File: config.mk
export PLATFORM = sky130hd
export DESIGN_NAME = fetch_unit
export DESIGN_NICKNAME = d
export VERILOG_FILES = /design/src/rtl/fetch_unit_pkg.sv /design/src/rtl/fetch_queue.sv /design/src/rtl/fetch_unit.sv
export SDC_FILE = /design/constraint.sdc
export NUM_CORES = 1
export LEC_CHECK = 0
export CAP_MARGIN = 20
export CORE_UTILIZATION = 49
export DETAILED_ROUTE_END_ITERATION = 12
export PLACE_DENSITY_LB_ADDON = 0.15
export SLEW_MARGIN = 10
export SYNTH_ARGS = -nofsm -noshare
export SYNTH_HDL_FRONTEND = slang
export SYNTH_HIERARCHICAL = 1
export SYNTH_SLANG_ARGS = --single-unit
export TNS_END_PERCENT = 20
File: constraint.sdc
create_clock -name clk -period 3.36 [get_ports clk]
set_input_delay 0.672 -clock clk [delete_from_list [all_inputs] [get_ports clk]]
set_output_delay 0.672 -clock clk [all_outputs]
set_load 0.01 [all_outputs]
File: src/rtl/fetch_unit_pkg.sv
// fetch_unit_pkg: shared types for the instruction fetch unit.
// Entries carry a full 30-bit word address, so ADDR_WIDTH is limited to 32.
package fetch_unit_pkg;

  localparam int INSN_WIDTH = 32;
  localparam int MAX_WADDR_WIDTH = 30;

  typedef enum logic [1:0] {
    BOOT,
    RUN,
    DRAIN
  } fetch_state_t;

  typedef struct packed {
    logic [MAX_WADDR_WIDTH-1:0] addr;
    logic [INSN_WIDTH-1:0]      insn;
  } fetch_entry_t;

endpackage

File: src/rtl/fetch_queue.sv
// fetch_queue: small circular FIFO used for both the address tags and
// the instruction buffer; flush empties it in a single cycle.
module fetch_queue #(
  parameter int WIDTH = 32,
  parameter int DEPTH = 2
) (
  input  logic                   clk,
  input  logic                   rst,
  input  logic                   push,
  input  logic [WIDTH-1:0]       data,
  input  logic                   pop,
  input  logic                   flush,
  output logic [WIDTH-1:0]       head,
  output logic [$clog2(DEPTH):0] count,
  output logic                   full,
  output logic                   empty
);

  localparam int AW = $clog2(DEPTH);
  localparam logic [AW:0] FULL_COUNT = (AW + 1)'(DEPTH);

  logic [WIDTH-1:0] slots [DEPTH];
  logic [AW-1:0]    rd_ptr;
  logic [AW-1:0]    wr_ptr;
  logic             do_push;
  logic             do_pop;

  assign full    = count == FULL_COUNT;
  assign empty   = count == '0;
  assign do_push = push && !full;
  assign do_pop  = pop && !empty;
  assign head    = slots[rd_ptr];

  // DEPTH is a power of two, so the pointers wrap on their own.
  always_ff @(posedge clk or negedge rst) begin
    if (!rst) begin
      rd_ptr <= '0;
      wr_ptr <= '0;
      count  <= '0;
      for (int i = 0; i < DEPTH; i++) begin
        slots[i] <= '0;
      end
    end else if (flush) begin
      rd_ptr <= '0;
      wr_ptr <= '0;
      count  <= '0;
    end else begin
      if (do_push) begin
        slots[wr_ptr] <= data;
        wr_ptr        <= wr_ptr + 1'b1;
      end
      if (do_pop) begin
        rd_ptr <= rd_ptr + 1'b1;
      end
      count <= count + {{AW{1'b0}}, do_push}
                     - {{AW{1'b0}}, do_pop};
    end
  end

endmodule

File: src/rtl/fetch_unit.sv
// fetch_unit: in-order instruction fetch with an address tag queue,
// redirect drain of stale responses and a buffer facing Decode.
module fetch_unit
  import fetch_unit_pkg::*;
#(
  parameter int                    ADDR_WIDTH  = 32,
  parameter logic [ADDR_WIDTH-1:0] RESET_ADDR  = '0,
  parameter int                    QUEUE_DEPTH = 2
) (
  input  logic                    clk,
  input  logic                    rst,
  output logic                    imem_req_valid,
  input  logic                    imem_req_ready,
  output logic [ADDR_WIDTH-1:2]   imem_req_addr,
  input  logic                    imem_rsp_valid,
  input  logic [INSN_WIDTH-1:0]   imem_rsp_data,
  input  logic                    redirect_valid,
  input  logic [ADDR_WIDTH-1:2]   redirect_addr,
  output logic                    insn_valid,
  input  logic                    insn_ready,
  output logic [ADDR_WIDTH-1:2]   insn_addr,
  output logic [INSN_WIDTH-1:0]   insn
);

  localparam int WA = ADDR_WIDTH - 2;
  localparam int CW = $clog2(QUEUE_DEPTH) + 1;
  localparam logic [CW:0] DEPTH_LIMIT = (CW + 1)'(QUEUE_DEPTH);
  localparam logic [ADDR_WIDTH-1:2] RESET_PC =
    RESET_ADDR[ADDR_WIDTH-1:2];

  fetch_state_t state;
  fetch_state_t state_next;

  logic [ADDR_WIDTH-1:2] pc;
  logic [ADDR_WIDTH-1:2] tag_head;
  logic [CW-1:0]         inflight;
  logic [CW-1:0]         inflight_next;
  logic [CW-1:0]         stale;
  logic [CW-1:0]         stale_next;
  logic [CW-1:0]         tag_count;
  logic [CW-1:0]         buf_count;
  logic [CW:0]           occupancy;
  logic                  req_fire;
  logic                  rsp_ok;
  logic                  rsp_fresh;
  logic                  buf_push;
  logic                  buf_pop;
  logic                  tag_full;
  logic                  tag_empty;
  logic                  buf_full;
  logic                  buf_empty;
  fetch_entry_t          buf_in;
  fetch_entry_t          buf_head;

  assign occupancy = {1'b0, inflight} + {1'b0, buf_count};
  assign req_fire  = imem_req_valid && imem_req_ready;
  assign rsp_ok    = imem_rsp_valid && inflight != '0;
  assign rsp_fresh = rsp_ok && stale == '0;
  assign buf_push  = rsp_fresh && !redirect_valid;
  assign buf_pop   = insn_valid && insn_ready;

  assign inflight_next = inflight
                       + {{(CW-1){1'b0}}, req_fire}
                       - {{(CW-1){1'b0}}, rsp_ok};

  // Stale counts what is still in flight once this cycle settles.
  always_comb begin
    stale_next = stale;
    if (redirect_valid) begin
      stale_next = inflight_next;
    end else if (rsp_ok && stale != '0) begin
      stale_next = stale - 1'b1;
    end
  end

  always_comb begin
    buf_in.addr = MAX_WADDR_WIDTH'(tag_head);
    buf_in.insn = imem_rsp_data;
  end

  always_ff @(posedge clk or negedge rst) begin
    if (!rst) begin
      state <= BOOT;
    end else begin
      state <= state_next;
    end
  end

  always_comb begin
    state_next = state;
    unique case (state)
      BOOT:    state_next = RUN;
      RUN:     state_next = RUN;
      DRAIN:   if (stale_next == '0) state_next = RUN;
      default: state_next = BOOT;
    endcase
    if (redirect_valid) begin
      state_next = (stale_next != '0) ? DRAIN : RUN;
    end
  end

  always_comb begin
    imem_req_valid = 1'b0;
    if (state == RUN && !redirect_valid &&
        occupancy < DEPTH_LIMIT) begin
      imem_req_valid = 1'b1;
    end
  end

  assign imem_req_addr = pc;
  assign insn_valid    = !buf_empty;
  assign insn_addr     = buf_head.addr[WA-1:0];
  assign insn          = buf_head.insn;

  always_ff @(posedge clk or negedge rst) begin
    if (!rst) begin
      pc       <= RESET_PC;
      inflight <= '0;
      stale    <= '0;
    end else begin
      inflight <= inflight_next;
      stale    <= stale_next;
      if (redirect_valid) begin
        pc <= redirect_addr;
      end else if (req_fire) begin
        pc <= pc + 1'b1;
      end
    end
  end

  fetch_queue #(
    .WIDTH (WA),
    .DEPTH (QUEUE_DEPTH)
  ) tag_q (
    .clk   (clk),
    .rst   (rst),
    .push  (req_fire),
    .data  (pc),
    .pop   (rsp_fresh),
    .flush (redirect_valid),
    .head  (tag_head),
    .count (tag_count),
    .full  (tag_full),
    .empty (tag_empty)
  );

  fetch_queue #(
    .WIDTH ($bits(fetch_entry_t)),
    .DEPTH (QUEUE_DEPTH)
  ) insn_q (
    .clk   (clk),
    .rst   (rst),
    .push  (buf_push),
    .data  (buf_in),
    .pop   (buf_pop),
    .flush (redirect_valid),
    .head  (buf_head),
    .count (buf_count),
    .full  (buf_full),
    .empty (buf_empty)
  );

  a_rsp_outstanding: assert property (
    @(posedge clk) disable iff (!rst)
    imem_rsp_valid |-> inflight != '0)
    else $error("fetch_unit: response with nothing in flight ignored");

  a_no_overflow: assert property (
    @(posedge clk) disable iff (!rst)
    !(buf_push && buf_full) && !(req_fire && tag_full));

  a_tag_present: assert property (
    @(posedge clk) disable iff (!rst)
    rsp_fresh |-> !tag_empty);

  a_tag_tracks: assert property (
    @(posedge clk) disable iff (!rst)
    state != DRAIN |-> tag_count == inflight);

endmodule

==> results of run 1 <==
==> cells in the final DEF, fill, tap and decap left out, types with 6 or more instances in the layout <==
cell / n
sky130_fd_sc_hd__mux2_2: 271
sky130_fd_sc_hd__dfrtp_1: 227
sky130_fd_sc_hd__clkdlybuf4s50_1: 159
sky130_fd_sc_hd__nand2_1: 43
sky130_fd_sc_hd__clkbuf_16: 25
sky130_fd_sc_hd__o21ai_0: 21
sky130_fd_sc_hd__nand3_1: 21
sky130_fd_sc_hd__nor2_1: 19
sky130_fd_sc_hd__inv_1: 15
sky130_fd_sc_hd__buf_4: 12
sky130_fd_sc_hd__and2_1: 8
sky130_fd_sc_hd__nand4_1: 8
sky130_fd_sc_hd__ha_1: 8
sky130_fd_sc_hd__clkbuf_1: 8
sky130_fd_sc_hd__a21oi_1: 7
sky130_fd_sc_hd__xnor2_1: 6
sky130_fd_sc_hd__nor2b_1: 6
sky130_fd_sc_hd__or3_1: 6
sky130_fd_sc_hd__nor3_1: 6
sky130_fd_sc_hd__o311ai_0: 6
sky130_fd_sc_hd__buf_12: 6
==> power by group <==
group / internal (mW) / total, mW / switching, mW
clock network: 1.63 / 2.70 / 1.07
registers: 3.47 / 3.89 / 0.422
logic: 1.71 / 2.73 / 1.02
==> metrics by stage <==
stage | cells | total power [mW] | util
final | 1249 | 9.33 | 0.631
after global routing | 1249 | 9.87 | 0.631
after CTS | 1249 | 9.44 | 0.631
after detailed placement | 1205 | 6.69 | 0.593
after global placement | 1205 | 6.63 | 0.593
after floorplan | 792 | 5.46 | -
==> worst reg2reg max path, cell delays in order, from the launching register on <==
cell and delay, ps:
sky130_fd_sc_hd__dfrtp_1 410, sky130_fd_sc_hd__and2_1 180, sky130_fd_sc_hd__fa_1 480, sky130_fd_sc_hd__nor4_4 290, sky130_fd_sc_hd__and3_1 220, sky130_fd_sc_hd__buf_4 260
sky130_fd_sc_hd__inv_1 130, sky130_fd_sc_hd__nor4_4 340, sky130_fd_sc_hd__buf_12 260, sky130_fd_sc_hd__mux2_2 370
==> registers in the layout, summed over array words and instances, names as in the netlist <==
name and cells:
imem_req_addr 30, inflight 2, insn_q/count 2, insn_q/rd_ptr 1, insn_q/slots 124, insn_q/wr_ptr 1
stale 2, state 2, tag_q/count 2, tag_q/rd_ptr 1, tag_q/slots 60, tag_q/wr_ptr 1
==> cell type report <==
cell class,instances,area [um^2],area share
flip-flops and latches,228,5710,0.429
multi-input cells,505,4570,0.343
repair buffers,179,1820,0.137
clock inverters,6,86.3,0.00648
clock buffers,38,724,0.0544
inverters,18,67.6,0.00507
well taps,275,344,0.0258
==> metal layers <==
metal | vias up | track usage | routed length, um
met3 | 42 | 0.0428 | 1350
met5 | - | 0 | 8
met4 | 2 | 0.0505 | 433
met2 | 171 | 0.335 | 10400
met1 | 3456 | 0.302 | 10400
li1 | 3201 | - | -
==> path summary, 6_finish.rpt <==
check,slack (ps),start,to
min,70,rst,tag_q/count[1]
max in group asynchronous,2420,rst,insn_q/slots[25]
max,100,insn_q/count[0],imem_req_valid
max reg2reg,290,insn_q/count[0],tag_q/slots[35]
min in group clk,490,insn_q/slots[101],insn_q/slots[101]
min reg2reg,490,insn_q/slots[101],insn_q/slots[101]
==> run summary, run 1 <==
## Run status
- **result of the run** completed

## Worst setup path
- **Worst path slowest cell** sky130_fd_sc_hd__clkdlybuf4s50_1
- **data arrival time of the critical path** 2590 ps
- **biggest cell delay along the critical path** 530 ps
- **most numerous cell on the critical path** sky130_fd_sc_hd__and2_1
- **Worst setup EP type** output pin
- **startpoint-to-endpoint class of the critical path** reg -> out
- **cell breakdown of the critical path** and2_1 > fa_1 > nor4_4 > and2_1 > clkdlybuf4s50_1
- **Critical Path Source Type** flip-flop
- **number of logic stages on the critical path including buffering** 5
- **CP Data Required Time** 2690 ps
- **CP bufs+invs** 1
- **number of cell instances on the worst register-to-register path** 9
- **gate family responsible for the most delay along the worst path** simple AND/OR/NAND/NOR gates
- **largest fanout on the critical path** 5

## CTS
- **clock buffer depth** 3
- **number of sinks on the clock net** 228
- **clock transition at the register clock pins on the worst setup and hold paths after CTS** 60 ps
- **clock tree from TritonCTS** done
- **number of gates given a new drive strength after cts** 0
- **Setup Fix Bufs, Post-CTS** 0
- **clk_lat worst skew** 520 ps
- **Num CTS Buffers** 25
- **Root Buffer Master** sky130_fd_sc_hd__clkbuf_16
- **number of levels the H-tree was split into** 1
- **cts-stage hold buffer count** 0

## Die
- **floorplan die area** 22200 um^2
- **Die Height** 149 um
- **Row Count** 53
- **Initial Util** 0.502
- **top-level port count** 162
- **core box area** 21100 um^2
- **die width** 149 um

## Place
- **Detailed Place HPWL** 14600 um
- **worst slack at placement** 311 ps
- **area after detailed placement** 12500 um^2
- **number of buffer cells added on primary ports** 161
- **routability-driven placement congestion ratio** 0.829

## Detailed routing
- **remaining antenna violation count** 0
- **detailed-route DRC error count** 0
- **initial drt markers** 281
- **number of iterations in the first detailed-routing pass** 4
- **vias per inst** 5.50
- **wire length per cell** 18.1 um
- **via count** 6872
- **wire length after detailed routing** 22600 um

## Finish
- **number of nets in the finished design** 1034
- **layout cell share with drive strength beyond 1** 0.350
- **number of fillers in the final layout** 1663
- **area delta synth->final** 25.8%
- **antenna diode count** 0
- **area of all placed cells without fillers** 13300 um^2

## STA
- **worst-case setup margin in the final layout** 99.9 ps
- **measured slew at the worst slew-check pin** 793 ps
- **part of the cycle the worst path needs** 0.970
- **relative slew slack** 0.467
- **Final Hold Slack** 71.8 ps
- **minimum clock period after layout** 3260 ps
- **unrepaired setup endpoints after global routing** no
- **Setup-failing EPs final** 0
- **max-slew violation count** 0
- **highest clock rate** 0.307 GHz
- **sum of negative setup slack** 0 ps
- **largest clock skew in the final design** 12.7 ps
- **endpoints failing hold** 0

## GRT
- **via count of the first global-routing pass** 7133
- **pin count of the biggest net entering global routing** 74
- **GRT Total Usage** 0.213
- **global-route wire length before repair** 37600 um
- **antenna violations before repair** 1
- **Congestion Overflow GR** 0

## Synthesis
- **count of mapped cells out of synthesis** 792
- **post-synthesis cell area** 10600 um^2
- **Avg Synthesized Cell Area** 13.4 um^2
- **synthesized net count** 869
- **number of synthesis warnings** 6

## Power
- **worst supply voltage drop on vdd** 0.398 mV
- **power density over the cells** 701 nW/um^2
- **leakage component of the power** 6.08 nW

## Min path
- **worst hold-check path type** in -> async

## Job
- **number of maximum-capacitance constraint violations** 0

Power figures use the tool's default switching activity.
==> run 2, diff against run 1 <==
Settings changed: CAP_MARGIN 20 to unset.
==> results of run 2 <==
Same layout as run 1: the final DEF is identical, and so are final timing and power.
